$ cat src/rtl/pkt_gen_pkg.sv
// rtl/pkt_gen_pkg.sv - shared types and defaults for the pkt_gen packet source
package pkt_gen_pkg;

   typedef enum logic [1:0] {PKT_IDLE_S, PKT_PAYLOAD_S, PKT_GAP_S} pkt_state_t;
   typedef enum logic {PKT_MODE_MEM, PKT_MODE_INC} pkt_mode_t;

   localparam int FRAME_BYTES = 42;
   localparam int IPG_DEF     = 10;

endpackage

$ cat src/rtl/pkt_gen_mem.sv
// rtl/pkt_gen_mem.sv - frame memory: one synchronous write port, combinational read
module pkt_gen_mem #(
   parameter int WIDTH = 8,
   parameter int DEPTH = 64,
   localparam int AW   = $clog2(DEPTH)
) (
   input  logic             clk_a,
   input  logic             wr_en,
   input  logic [AW-1:0]    wr_addr,
   input  logic [WIDTH-1:0] wr_data,
   input  logic [AW-1:0]    rd_addr,
   output logic [WIDTH-1:0] rd_data
);

   logic [WIDTH-1:0] mem [DEPTH];

   always_ff @(posedge clk_a) begin
      if (wr_en) mem[wr_addr] <= wr_data;
   end

   assign rd_data = mem[rd_addr];

endmodule

$ cat src/rtl/pkt_gen.sv
// rtl/pkt_gen.sv - configurable packet source with ready/valid, SOF/EOF framing and abort
module pkt_gen
   import pkt_gen_pkg::*;
#(
   parameter int WIDTH = 8,
   parameter int DEPTH = 64,
   parameter int CNT_W = 16,
   parameter int IPG_W = 8,
   localparam int AW   = $clog2(DEPTH),
   localparam int LW   = $clog2(DEPTH + 1)
) (
   input  logic             clk_a,
   input  logic             rst_n,
   input  logic             wr_en,
   input  logic [AW-1:0]    wr_addr,
   input  logic [WIDTH-1:0] wr_data,
   input  logic             start,
   input  logic             abort,
   input  logic [LW-1:0]    cfg_len,
   input  logic [IPG_W-1:0] cfg_ipg,
   input  logic [CNT_W-1:0] cfg_count,
   input  logic             cfg_mode,
   input  logic             data_ready,
   output logic             data_valid_a,
   output logic [WIDTH-1:0] data_a,
   output logic             sof,
   output logic             eof,
   output logic             busy,
   output logic             done,
   output logic [CNT_W-1:0] pkt_cnt
);

   pkt_state_t       state;
   pkt_mode_t        mode_q;
   logic [LW-1:0]    len_q, k, last_k, start_len;
   logic [IPG_W-1:0] ipg_q, gap_cnt;
   logic [CNT_W-1:0] count_q, pkt_next;
   logic             mem_we, at_eof;
   logic [AW-1:0]    rd_addr;
   logic [WIDTH-1:0] rd_data, mem_word;

   assign mem_we   = wr_en && (state == PKT_IDLE_S);
   assign last_k   = len_q - LW'(1);
   assign at_eof   = (k == last_k);
   assign pkt_next = pkt_cnt + CNT_W'(1);

   // Read address always points at the word that will be loaded on the next edge.
   assign rd_addr  = (state == PKT_PAYLOAD_S && !at_eof) ? AW'(k + LW'(1)) : '0;
   // Bypass lets a write coinciding with start feed the first word.
   assign mem_word = (mem_we && wr_addr == rd_addr) ? wr_data : rd_data;

   always_comb begin
      start_len = cfg_len;
      if (cfg_len == '0) start_len = LW'(1);
      else if (cfg_len > LW'(DEPTH)) start_len = LW'(DEPTH);
   end

   function automatic logic [WIDTH-1:0] word_val(input pkt_mode_t m, input logic [CNT_W-1:0] p,
                                                 input logic [LW-1:0] idx, input logic [WIDTH-1:0] mw);
      return (m == PKT_MODE_INC) ? WIDTH'(p) + WIDTH'(idx) : mw;
   endfunction

   pkt_gen_mem #(.WIDTH(WIDTH), .DEPTH(DEPTH)) u_mem (
      .clk_a   (clk_a),
      .wr_en   (mem_we),
      .wr_addr (wr_addr),
      .wr_data (wr_data),
      .rd_addr (rd_addr),
      .rd_data (rd_data)
   );

   always_ff @(posedge clk_a or negedge rst_n) begin
      if (!rst_n) begin
         state        <= PKT_IDLE_S;
         mode_q       <= PKT_MODE_MEM;
         len_q        <= '0;
         k            <= '0;
         ipg_q        <= '0;
         gap_cnt      <= '0;
         count_q      <= '0;
         pkt_cnt      <= '0;
         done         <= 1'b0;
         busy         <= 1'b0;
         data_valid_a <= 1'b0;
         data_a       <= '0;
         sof          <= 1'b0;
         eof          <= 1'b0;
      end else if (abort) begin
         state        <= PKT_IDLE_S;
         busy         <= 1'b0;
         data_valid_a <= 1'b0;
         sof          <= 1'b0;
         eof          <= 1'b0;
      end else begin
         case (state)
            PKT_IDLE_S: begin
               if (start) begin
                  mode_q       <= pkt_mode_t'(cfg_mode);
                  len_q        <= start_len;
                  ipg_q        <= cfg_ipg;
                  count_q      <= cfg_count;
                  pkt_cnt      <= '0;
                  done         <= 1'b0;
                  k            <= '0;
                  state        <= PKT_PAYLOAD_S;
                  busy         <= 1'b1;
                  data_valid_a <= 1'b1;
                  sof          <= 1'b1;
                  eof          <= (start_len == LW'(1));
                  data_a       <= word_val(pkt_mode_t'(cfg_mode), '0, '0, mem_word);
               end
            end
            PKT_PAYLOAD_S: begin
               if (data_ready) begin
                  if (at_eof) begin
                     pkt_cnt <= pkt_next;
                     k       <= '0;
                     if (count_q != '0 && pkt_next == count_q) begin
                        done         <= 1'b1;
                        busy         <= 1'b0;
                        state        <= PKT_IDLE_S;
                        data_valid_a <= 1'b0;
                        sof          <= 1'b0;
                        eof          <= 1'b0;
                     end else if (ipg_q == '0) begin
                        sof    <= 1'b1;
                        eof    <= (len_q == LW'(1));
                        data_a <= word_val(mode_q, pkt_next, '0, mem_word);
                     end else begin
                        state        <= PKT_GAP_S;
                        gap_cnt      <= ipg_q;
                        data_valid_a <= 1'b0;
                        sof          <= 1'b0;
                        eof          <= 1'b0;
                     end
                  end else begin
                     k      <= k + LW'(1);
                     sof    <= 1'b0;
                     eof    <= (k + LW'(1) == last_k);
                     data_a <= word_val(mode_q, pkt_cnt, k + LW'(1), mem_word);
                  end
               end
            end
            PKT_GAP_S: begin
               if (gap_cnt == IPG_W'(1)) begin
                  state        <= PKT_PAYLOAD_S;
                  data_valid_a <= 1'b1;
                  sof          <= 1'b1;
                  eof          <= (len_q == LW'(1));
                  data_a       <= word_val(mode_q, pkt_cnt, '0, mem_word);
               end else begin
                  gap_cnt <= gap_cnt - IPG_W'(1);
               end
            end
            default: state <= PKT_IDLE_S;
         endcase
      end
   end

endmodule
$ cat config.mk
export PLATFORM = sky130hd
export DESIGN_NAME = pkt_gen
export DESIGN_NICKNAME = d
export VERILOG_FILES = /design/src/rtl/pkt_gen_pkg.sv /design/src/rtl/pkt_gen_mem.sv /design/src/rtl/pkt_gen.sv
export SDC_FILE = /design/constraint.sdc
export NUM_CORES = 1
export LEC_CHECK = 0
export ABC_CLOCK_PERIOD_IN_PS = 4700
export CELL_PAD_IN_SITES_DETAIL_PLACEMENT = 1
export CELL_PAD_IN_SITES_GLOBAL_PLACEMENT = 2
export CORE_MARGIN = 2
export CORE_UTILIZATION = 45
export CTS_BUF_LIST = sky130_fd_sc_hd__clkbuf_4 sky130_fd_sc_hd__clkbuf_8
export DETAILED_ROUTE_END_ITERATION = 16
export PLACE_DENSITY = 0.8
export SLEW_MARGIN = 20
export SYNTH_ARGS = -nofsm -noshare
export SYNTH_HDL_FRONTEND = slang
export SYNTH_SLANG_ARGS = --single-unit
$ cat constraint.sdc
create_clock -name clk_a -period 4.7 [get_ports clk_a]
set_input_delay 0.94 -clock clk_a [delete_from_list [all_inputs] [get_ports clk_a]]
set_output_delay 0.94 -clock clk_a [all_outputs]
set_load 0.01 [all_outputs]
Yosys cells after proc, flatten, opt, wreduce, memory -nomap -nowiden
Memory sizes are Yosys's and may differ from the RTL's.
Index checks and enable logic that the tools add are counted.
{ "word_totals": {"ff_bits": 78, "memories": 1, "input_bits": 52, "out_inout_bits": 29, "ram_bits": 512} }
{ "classes": {"magnitude_cmp": 1, "mux": 71, "n_bitwise": 1, "reduce_logical": 24, "add_sub_neg": 5, "eq_ne": 25} }
{ "memory_table": {"columns": ["memory", "words", "width", "read_ports", "rd_ports_with_merged_regs", "wr", "line", "text"], "rows": [
  ["u_mem.mem", 64, 8, 1, 0, 1, "pkt_gen_mem.sv:15", "logic [WIDTH-1:0] mem [DEPTH];"]
]} }
{ "op_table": {"columns": ["cell", "n"], "rows": [
  ["2-to-1 mux 8 bit", 16],
  ["2-to-1 mux 16 bit", 3],
  ["2-to-1 mux 7 bit", 5],
  ["case mux 16 bit (2 select lines)", 1],
  ["2-to-1 mux 1 bit", 29],
  ["case mux 8 bit (3 select lines)", 1],
  ["adder 16 x 1 -> 16 bit, second input constant", 1],
  ["== test 16 bit", 1],
  ["case mux 8 bit (2 select lines)", 1],
  ["nonzero test 16 bit", 1],
  ["!= test 3 bit, second input constant", 5],
  ["AND reduction 5 bit", 3],
  ["== test 7 x 1 -> 1 bit, second input constant", 2],
  ["== test 7 bit", 2],
  ["2-to-1 mux 2 bit", 7],
  ["!= test 2 bit, second input constant", 7],
  ["case mux 7 bit (2 select lines)", 1],
  ["AND reduction 7 bit", 2],
  ["AND reduction 6 bit", 2],
  ["case mux 1 bit (3 select lines)", 3],
  ["adder 8 x 7 -> 8 bit", 1],
  ["== test 8 x 1 -> 1 bit, second input constant", 1],
  ["logical NOT 8 bit", 1],
  ["AND reduction 4 bit", 2],
  ["other kinds (22)", 29]
]} }

Longest topological paths before layout
{ "logic_depth": {"ltp_word": 14, "depth_mapped": 17, "depth_no_buf": 14} }

Hierarchy
A second synthesis with hierarchy kept.
{ "unflattened": {"cells_unflattened": 1604, "area_unflattened_um2": 25812.3} }
{ "modules_own_cells": {"columns": ["module", "seq_area_each_um2", "cells_each", "area_per_inst_um2", "n_inst"], "rows": [
  ["pkt_gen_mem", 15374.7, 964, 20030.5, 1],
  ["pkt_gen", 1951.9, 640, 5781.8, 1]
]} }

Worst setup path before layout
OpenSTA, ideal clock, no wires.
{ "synth_path": {"path_kind": "reg2reg", "from": "register k[1]", "to": "register data_a[6]", "required_time_ps": 4564, "n_path_buf": 4, "arrival_ps": 3792, "setup_time_ps": 136, "path_slack_ps": 772, "path_stages_with_launch": 18, "path_cell_list": "dfrtp_1 ha_1 xnor2_1 clkbuf_1 inv_1 clkbuf_1 clkbuf_1 buf_1 ha_1 nor2b_1 o21ai_0 a21boi_0 o21a_1 or3_1 a31oi_1 o21ai_0 a2111oi_0 a31oi_1"} }
{ "synth_between": {"elab_chain_cells": 13, "elab_cells_between_ends": 24, "classes_between": "add/sub: 2; eq/ne: 4; mux: 13; reduce/logical: 4; memory: 1"} }
{ "synth_lines": {"columns": ["item", "line", "text"], "rows": [
  ["start, declared", "pkt_gen.sv:35", "logic [LW-1:0] len_q, k, last_k, start_len;"],
  ["start signal, assigned", "pkt_gen.sv:137", "k <= k + LW'(1);"],
  ["parallel branches: the longest is 13 deep, another holds memory read (64 x 8 bit)", null, null],
  ["end signal, assigned", "pkt_gen.sv:110", "data_a <= word_val(pkt_mode_t'(cfg_mode), '0, '0, mem_word);"],
  ["end signal, assigned", "pkt_gen.sv:128", "data_a <= word_val(mode_q, pkt_next, '0, mem_word);"],
  ["end signal, assigned", "pkt_gen.sv:140", "data_a <= word_val(mode_q, pkt_cnt, k + LW'(1), mem_word);"],
  ["end, declared", "pkt_gen.sv:25", "output logic [WIDTH-1:0] data_a,"]
]} }
Parallel ways; which one is timed is not known. The select of a mux whose other input is x is not followed.
A chain may end at the register's enable or synchronous reset.

Worst setup path after layout
{ "layout_path": {"from": "register len_q[0]", "to": "register data_a[4]"} }
{ "layout_between": {"elab_chain_cells": 14, "elab_cells_between_ends": 23, "classes_between": "add/sub: 1; eq/ne: 4; mux: 13; reduce/logical: 4; memory: 1"} }
{ "layout_lines": {"columns": ["item", "line", "text"], "rows": [
  ["start, declared", "pkt_gen.sv:35", null],
  ["start signal, assigned", "pkt_gen.sv:99", "len_q <= start_len;"],
  ["subtractor 7 x 1 -> 7 bit (*)", "pkt_gen.sv:43", "assign last_k = len_q - LW'(1);"],
  ["== test 7 bit (*)", "pkt_gen.sv:44", "assign at_eof = (k == last_k);"],
  ["parallel branches: the longest is 12 deep, another holds memory read (64 x 8 bit)", null, null]
]} }
Mark *: on every way between the ends. The select of a mux whose other input is x is not followed.

==> reports/metrics.yaml <==
root_buffer: "clkbuf_8"
worst_setup_path_end_kind: "flop"
rsz0062_at_grt: "false"
ys_seq_area_share_pct: 66.8
io_buffers: 80
yosysMostFrequentCell: "edfxtp_1"
drc_errors: 0
period_share_pct: 92.5
die_w_um: 244
core_sq_mm: 0.0567
synthTopCellsByCount: "edfxtp_1, nand2_1, nor2_1, o21ai_0, dfrtp_1"
path_cells: "inv_1 -> ha_1 -> nor3b_1 -> xnor3_1 -> and3_1 -> a21oi_4 -> buf_12 -> buf_12 -> a221oi_1 -> o22ai_1 -> o221ai_1 -> o2111ai_1 -> o31a_1"
synthesis.nets: 2053
syn_area_sq_mm: 0.0259
hold_path.class: "primary input to async pin"
vias: 18600
clock_latency_ps: 720
relSlewSlack_pct: 26.5
tns_ps: 0
synthFlopType: "edfxtp_1"
critPathRequiredTime_ps: 5300
htree_levels: 3
p_per_area_mw_per_mm2: 487
die_y_um: 244
grt_antenna_before_repair: 2
wl_met3_mm: 6.33
hpwl_mm: 55.2
cap_viol_max_count: 0
cp_slowest_cell: "and3_1"
post_cts_resized: 0
vdd_drop_max_mv: 0.240
num_rows: 87
startpoint_type: "flop"
start_util_pct: 45.7
cp.arrival_ps: 4950
synth_edf_count: 512
async_flop_share_pct: 13.2
yosysUniqueCellTypes: 92
drt_iter0_markers: 1829
routed_wl_mm: 85.0
grt_pass1_vias: 19100
outcome: "completed"
clockBufferDepth: 3
finalSetupViolCount: 0
syn_to_final_growth_pct: 15.8
fin_nets: 2217
postCtsSetupRepairBufs: 0
p_leak_uw: 0.0102
grt_pass1_wl_mm: 127
synth_cells: 1982
gr-total-overflow: 0
grt_max_degree: 72
dr.pass1.iters: 5
avgSynthCellArea_sq_um: 13.1
ios: 81
yosys_warnings: 0
yosysTopAreaCellShare_pct: 59.3
cts_hold_buf: 0
gr-usage-all-layers_pct: 28.5
maxSlewViolCount: 0
crit_top_cell: "buf_12"
crit_path_max_incr_delay_ps: 660
routed_via_density: 6.23
wl_met2_mm: 39.8
critPathBufInv: 3
dieArea_sq_mm: 0.0595
ys_ff_latch: 590
hold_viol: 0
stdcell_area_sq_mm: 0.0300
clock_skew_ps: 30.5
drt-met1-wl_mm: 35.9
critPathTopFamily: "compound AO/OA/AOI/OAI gates"
top_layer: "met5"
cts_tree: "built"
tightest_slew_ps: 1100
path_clk_slew_ps: 70
numCtsBuffers: 99
drive_gt1_share_pct: 16.6
ant_nets: 0
dpl_cell_area_sq_mm: 0.0280
post_drt_wl_per_cell_um: 28.5
layout_min_cycle_time_ps: 4350
max_freq_mhz: 230
synth_top_area_cell: "edfxtp_1"
clock-sinks: 590
place.gp.congestion: 0.940
synth_area_leaders: "edfxtp_1, dfrtp_1, nand2_1, nor2_1, mux2_2"
cp_max_fo: 46
criticalPathCategory: "flop to flop"
worst reg2reg max path: cells and delay by family (launching register included):
| family | cells | cell delay [ps] |
|---|---|---|
| AO/OA/AOI/OAI | 6 | 1730 |
| AND/OR/NAND/NOR | 2 | 1040 |
| buffers and inverters | 3 | 540 |
| flip-flops | 1 | 450 |
| adder cells (fa/ha/maj) | 1 | 270 |
| XOR/XNOR | 1 | 230 |
worst paths after layout:
check                             endpoint  slack (ps)      from  cells past startpoint
worst max register to register   data_a[4]         350  len_q[0]                     13
worst max-delay path             data_a[4]         350  len_q[0]                     13
worst min register to register        done         520      done                      2
min in group clk_a                    done         520      done                      2
max in group asynchronous       pkt_cnt[5]        3530     rst_n                      2
worst min-delay path                   sof         270     rst_n                      1
sequential cells by signal, summed over array words and instances, names as in the netlist, 2 cells and up:
register	count
u_mem.mem	512
count_q	16
pkt_cnt	16
data_a	8
gap_cnt	8
ipg_q	8
k	7
len_q	7
state	2
kinds of logic (layout without fill, tap and decap cells):
| family | after synthesis | count (layout) | share of synthesized area, % |
|---|---|---|---|
| AO/OA/AOI/OAI | 513 | 513 | 14.0 |
| multiplexers | 90 | 90 | 3.78 |
| buffers and inverters | 164 | 409 | 2.69 |
| adder cells (fa/ha/maj) | 19 | 19 | 0.946 |
| flip-flops | 590 | 590 | 66.8 |
| XOR/XNOR | 51 | 51 | 1.83 |
| other | 0 | 2 | 0 |
| AND/OR/NAND/NOR | 555 | 555 | 9.89 |
routing by layer:
| layer | up-vias | track usage, % |
|---|---|---|
| met4 | 2 | 10.7 |
| li1 | 8028 | - |
| met1 | 9547 | 39.1 |
| met5 | - | 0 |
| met3 | 195 | 5.23 |
| met2 | 838 | 45.6 |
final cells by class:
cell class / instances / area, sq um
Clock buffer: 150 / 1790
Timing Repair Buffer: 192 / 1660
Fill cell: 5780 / 26700
Multi-Input combinational cell: 1228 / 7970
Clock inverter: 32 / 196
Inverter: 35 / 131
Antenna cell: 2 / 5.00
Tap cell: 756 / 946
Sequential cell: 590 / 17300
stage by stage:
step / total power [uW] / setup WS, ps / utilization (%) / hold slack [ps] / cells
2_1_floorplan: 8460 / 772 / - / 492 / 1982
5_1_grt: 15200 / 130 / 52.9 / 287 / 2984
3_5_place_dp: 10000 / 426 / 49.4 / 515 / 2801
3_3_place_gp: 9940 / 574 / 49.4 / 493 / 2801
6_report: 14600 / 351 / 52.9 / 266 / 2985
4_1_cts: 14600 / 402 / 52.9 / 236 / 2983
placed cells by master, fill, tap and decap left out, drive strengths merged, types with 15 or more instances in the layout:
| master | count |
|---|---|
| a211oi | 19 |
| a21oi | 78 |
| a221oi | 46 |
| a31oi | 38 |
| and3 | 18 |
| buf | 121 |
| clkbuf | 150 |
| clkdlybuf4s50 | 71 |
| clkinv | 27 |
| dfrtp | 78 |
| edfxtp | 512 |
| ha | 18 |
| inv | 37 |
| mux2 | 44 |
| mux2i | 44 |
| nand2 | 207 |
| nand3 | 48 |
| nor2 | 150 |
| nor3 | 34 |
| nor4 | 15 |
| o211ai | 30 |
| o21ai | 104 |
| o221ai | 38 |
| o22ai | 25 |
| or3 | 18 |
| xnor2 | 30 |
| xor2 | 19 |
report_power, final:
group	switching [uW]	internal (uW)
clock network	2130	2490
logic	2410	1330
registers	305	5940
(Power assumes the default switching activity.)
==> RTL edit 1, RTL diff (config.mk and constraints unchanged) <==
Encoding of `pkt_state_t`: now one-hot (3 bits for 3 states).
--- a/src/rtl/pkt_gen_pkg.sv
+++ b/src/rtl/pkt_gen_pkg.sv
@@ -2,5 +2,5 @@
 package pkt_gen_pkg;
 
-   typedef enum logic [1:0] {PKT_IDLE_S, PKT_PAYLOAD_S, PKT_GAP_S} pkt_state_t;
+   typedef enum logic [2:0] {PKT_IDLE_S = 3'b001, PKT_PAYLOAD_S = 3'b010, PKT_GAP_S = 3'b100} pkt_state_t;
    typedef enum logic {PKT_MODE_MEM, PKT_MODE_INC} pkt_mode_t;
 
Behaviour: same outputs for any inputs over 4 cycles, from zero or initial values and one cycle with rst_n low; so few cycles prove little.
==> RTL edit 1 against the unedited design <==
- routed wire length increased by 3.5%
- synthesized area decreased by 0.27%
- via count increased by 1.7%
- design area decreased by 1.0%
- sequential cell count increased by 1
- worst hold slack got worse by 0.026 ns
- worst setup slack got worse by 0.094 ns
- total power decreased by 7.9%
- critical endpoint unchanged
- largest power group unchanged
- highest routed layer is now met4
==> RTL edit 1: results (changes against the unedited design) <==
[finish] total non-filler cell area in the finished layout 29,710 um2 [was 30,030 um2]
[grt] global routing usage on met1 39.24% [was 39.05%]
[finish] final net count 2,275 [was 2,217]
[logic_synthesis] Seq/Total Area, Yosys 67.12% [was 66.84%]
[grt] combined global-route utilization of all metal layers 29.63% [was 28.53%]
[grt] vias in the first global route 19,550 [was 19,100]
[logic_synthesis] fraction of the mapped netlist area in adder cells 0.7066% [was 0.9460%]
[drt] drt initial violations 1,954 [was 1,829]
[sta] setup clock skew after layout 0.03954 ns [was 0.03050 ns]
[grt] maximum number of pins on one net before global-route repair 76 [was 72]
[placed_design] HPWL after detailed placement 58,090 um [was 55,230 um]
[finish] fin cells 3,054 [was 2,985]
[placed_design] number of cells in the design after placement 2,864 [was 2,801]
[setup_path] family with the most delay on the worst path simple AND/OR/NAND/NOR gates [was compound AO/OA/AOI/OAI gates]
[logic_synthesis] ranking of synthesized cells by instance count 512 x edfxtp_1, 340 x nand2_1, 140 x nor2_1 [was 512 x edfxtp_1, 207 x nand2_1, 150 x nor2_1]
[sta] worst slew pin tran 1.080 ns [was 1.103 ns]
[logic_synthesis] number of distinct standard cells referenced by the synthesized netlist 91 [was 92]
[setup_path] Max stage delay cell, worst path nor3_2 [was and3_1]
[setup_path] maximum fanout encountered on the critical timing path 32 [was 46]
[power] static power due to leakage 10.31 nW [was 10.18 nW]
[finish] fill cell count 5,784 [was 5,780]
[placed_design] pre-CTS WS 0.4237 ns [was 0.4263 ns]
[floorplan] area enclosed by the die boundary 59,380 um2 [was 59,540 um2]
[placed_design] placed standard-cell area 27,730 um2 [was 28,030 um2]
[logic_synthesis] compound-gate portion of the synthesized area 13.07% [was 14.03%]
[setup_path] highest cell delay on the worst timing path 0.92 ns [was 0.66 ns]
[logic_synthesis] fraction of synthesized area in multiplexers 2.197% [was 3.784%]
[drt] total length of routed wires 88,030 um [was 85,020 um]
[grt] Global Route met3 Usage 5.519% [was 5.235%]
[logic_synthesis] synthesized netlist net count 2,137 [was 2,053]
[logic_synthesis] fraction of registers with async set/reset 13.37% [was 13.22%]
[clock_network] post-CTS sizing 0 [unchanged]
[placed_design] weighted congestion reported at the end of routability-driven placement 0.8912 [was 0.9399]
[finish] share of cells above drive strength 1 13.46% [was 16.61%]
[setup_path] CP Data Arrival Time 5.00 ns [was 4.95 ns]
[logic_synthesis] xor/xnor share of the synthesized area 1.612% [was 1.829%]
[drt] vias post-DR 18,930 [was 18,610]
[logic_synthesis] biggest area contributors in the synthesized netlist edfxtp_1 59%, dfrtp_1 7.5%, nand2_1 4.9% [was edfxtp_1 59%, dfrtp_1 7.5%, nand2_1 3.0%]
[run_status] status finished clean [unchanged]
[power] Peak supply drop 0.0002733 V [was 0.0002401 V]
[logic_synthesis] Syn Area/Cell 12.48 um2 [was 13.08 um2]
[grt] met2 track utilization from global routing 48.45% [was 45.56%]
[drt] number of detailed-routing iterations run before antenna repair 5 [unchanged]
RTL edit 1: cell count changes after synthesis, moves of 10 or more:
cell / delta
o221ai_1: -29
buf_2: +11
a22oi_1: +47
nand3_1: +16
mux2_2: -27
nand2_1: +133
inv_1: -12
o211ai_1: -14
a221oi_1: -19
nor2_1: -10
a21oi_1: +30
mux2i_1: -12
RTL edit 1: final cells by class:
cell class	instances	area share (%)
clock inverters	64	1.385
repair buffers	170	5.121
inverters	23	0.2906
diodes	2	0.01684
well taps	756	3.184
multi-input cells	1324	26.34
flip-flops and latches	591	58.41
clock buffers	124	5.260
RTL edit 1: routing by layer:
| layer | routed length (um) | share of wire [%] | vias to the layer above |
|---|---|---|---|
| li1 | - | - | 8173 |
| met1 | 36150 | 41 | 9685 |
| met2 | 41770 | 47 | 879 |
| met3 | 6761 | 7.7 | 194 |
| met4 | 3349 | 3.8 | 0 |
| met5 | 0 | 0 | - |
RTL edit 1: worst paths after layout:
path | startpoint | slack [ns] | depth (start not counted) | end
worst min-delay path | rst_n | 0.24 | 1 | count_q[14]$_DFFE_PN0P_
worst min register to register | ipg_q[1]$_DFFE_PN0P_ | 0.52 | 2 | ipg_q[1]$_DFFE_PN0P_
worst max register to register | len_q[0]$_DFFE_PN0P_ | 0.26 | 12 | data_a[4]$_DFFE_PN0P_
worst max-delay path | len_q[0]$_DFFE_PN0P_ | 0.26 | 12 | data_a[4]$_DFFE_PN0P_
max in group asynchronous | rst_n | 3.45 | 2 | ipg_q[3]$_DFFE_PN0P_
min in group clk_a | ipg_q[1]$_DFFE_PN0P_ | 0.52 | 2 | ipg_q[1]$_DFFE_PN0P_
RTL edit 1: power breakdown:
part,switching (mW),internal (mW),total (mW)
Combinational,1.64,0.901,2.54
Clock,2.18,2.43,4.61
Sequential,0.349,5.96,6.31
==> RTL edit 2, RTL diff (same flow settings) <==
Without the edit above. `DEPTH` is set to 64 in 2 places; all go to 128.
--- a/src/rtl/pkt_gen_mem.sv
+++ b/src/rtl/pkt_gen_mem.sv
@@ -2,5 +2,5 @@
 module pkt_gen_mem #(
    parameter int WIDTH = 8,
-   parameter int DEPTH = 64,
+   parameter int DEPTH = 128,
    localparam int AW   = $clog2(DEPTH)
 ) (
--- a/src/rtl/pkt_gen.sv
+++ b/src/rtl/pkt_gen.sv
@@ -4,5 +4,5 @@
 #(
    parameter int WIDTH = 8,
-   parameter int DEPTH = 64,
+   parameter int DEPTH = 128,
    parameter int CNT_W = 16,
    parameter int IPG_W = 8,
Interface: changed (resized cfg_len and wr_addr); port bits go from 81 to 83. The function was not compared with the original's and may differ.
==> RTL edit 2 against the unedited design <==
- fmax is 6.1% lower
- worst setup slack worse by 0.28 ns
- count of clock-buffer cells in the layout is 91 higher
- synthesized area is 79% higher
- routed wire length is 110% higher
- global-route usage is 4.2 points higher
- synthesized cell count is 70% higher
- sequential cell count is 514 higher
- first-iteration DRC count is 130% higher
- largest power group unchanged
- total power is 93% higher
- critical path type unchanged
- design area is 80% higher
- highest routed layer unchanged
==> RTL edit 2: results (changes against the unedited design) <==
[run_status] status finished clean [unchanged]
[placed_design] number of cells in the design after placement 4,853 [was 2,801]
[drt] vias post-DR 33,780 [was 18,610]
[logic_synthesis] cells after synthesis 3,379 [was 1,982]
[logic_synthesis] xor/xnor share of the synthesized area 1.316% [was 1.829%]
[placed_design] weighted congestion reported at the end of routability-driven placement 0.9479 [was 0.9399]
[grt] first-pass GRT wire length 250,400 um [was 126,500 um]
[logic_synthesis] count of flip-flops with a built-in enable after synthesis 1,024 [was 512]
[logic_synthesis] fraction of registers with async set/reset 7.246% [was 13.22%]
[finish] registers with the most flip-flops u_mem.mem (1024), count_q (16), pkt_cnt (16) [was u_mem.mem (512), count_q (16), pkt_cnt (16)]
[grt] number of antenna violations at the first check in global routing 4 [was 2]
[finish] final net count 3,741 [was 2,217]
[finish] fill cell count 10,110 [was 5,780]
[power] Peak supply drop 0.0003165 V [was 0.0002401 V]
[drt] drt initial violations 4,289 [was 1,829]
[logic_synthesis] biggest area contributors in the synthesized netlist edfxtp_1 66%, dfrtp_1 4.3%, a21oi_1 2.8% [was edfxtp_1 59%, dfrtp_1 7.5%, nand2_1 3.0%]
[logic_synthesis] fraction of the mapped netlist area in adder cells 0.5285% [was 0.9460%]
[placed_design] pre-CTS WS -0.1954 ns [was 0.4263 ns]
[sta] setup clock skew after layout 0.04490 ns [was 0.03050 ns]
[clock_network] number of buffers created by CTS 181 [was 99]
[drt] number of detailed-routing iterations run before antenna repair 6 [was 5]
[power] static power due to leakage 17.80 nW [was 10.18 nW]
[grt] vias in the first global route 34,410 [was 19,100]
[drt] average routed wire per standard cell 33.65 um [was 28.48 um]
[clock_network] CTS HTree Levels 4 [was 3]
[setup_path] Max stage delay cell, worst path o21ai_0 [was and3_1]
[logic_synthesis] number of distinct standard cells referenced by the synthesized netlist 85 [was 92]
==> RTL edit 2: cell count changes after synthesis, sizes merged, moves of 76 or more <==
cell	unedited run	this run
a21oi	78	260
o21ai	104	196
nand2	207	338
clkbuf	75	151
edfxtp	512	1024
nor2	150	237
==> RTL edit 2: kinds of logic after synthesis <==
| logic type | Yosys count |
|---|---|
| AO/OA/AOI/OAI | 931 |
| XOR/XNOR | 60 |
| adder cells (fa/ha/maj) | 19 |
| buffers and inverters | 273 |
| flip-flops | 1104 |
| multiplexers | 130 |
| AND/OR/NAND/NOR | 862 |
==> RTL edit 2: stage by stage <==
| step | instance area (um2) | util (%) | total power [mW] | setup TNS (ns) |
|---|---|---|---|---|
| global placement | 50340 | 49.34 | 19.55 | -0.06617 |
| global route | 53940 | 52.86 | 29.11 | 0 |
| floorplan | 46400 | - | 15.88 | 0 |
| finish | 53940 | 52.87 | 28.22 | 0 |
| detailed placement | 50340 | 49.34 | 19.70 | -0.1954 |
| CTS | 53930 | 52.86 | 28.09 | 0 |
==> RTL edit 2: cell type report <==
class	count	area share, %
Clock buffer	241	5.465
Clock inverter	89	1.162
Timing Repair Buffer	345	5.650
Sequential cell	1104	60.72
Tap cell	1368	3.173
Inverter	34	0.2459
Multi-Input combinational cell	2002	23.57
Antenna cell	2	0.009278
==> RTL edit 2: final timing paths <==
check                                        from                      end  slack (ns)  depth (start not counted)
setup / recovery             len_q[0]$_DFFE_PN0P_    data_a[5]$_DFFE_PN0P_        0.07                         14
hold / removal                              rst_n  count_q[14]$_DFFE_PN0P_        0.13                          1
setup reg to reg             len_q[0]$_DFFE_PN0P_    data_a[5]$_DFFE_PN0P_        0.07                         14
hold reg to reg            gap_cnt[1]$_DFFE_PN0P_   gap_cnt[1]$_DFFE_PN0P_        0.51                          2
max in group asynchronous                   rst_n     len_q[5]$_DFFE_PN0P_        3.63                          2
min in group clk_a         gap_cnt[1]$_DFFE_PN0P_   gap_cnt[1]$_DFFE_PN0P_        0.51                          2
==> RTL edit 2: per-layer routing <==
layer / vias to the layer above / GRT usage [%] / wire length (um)
met1: 17500 / 44.03 / 68420
li1: 13790 / - / -
met2: 2049 / 50.87 / 80120
met4: 2 / 15.74 / 8818
met3: 439 / 7.000 / 17110
met5: - / 0 / 7
==> RTL edit 2: power breakdown <==
part	internal, mW	total, mW	switching [mW]
Sequential	11.0	11.4	0.356
Clock	4.40	8.44	4.04
Combinational	2.65	8.42	5.77
==> RTL edit 2: timing repair <==
action / CTS / global route
gates resized for setup: 2 / 2
hold buffers: 0 / 0
gates cloned: 0 / 0
endpoints found under the setup margin: 1 / 3
pin swaps: 0 / 0
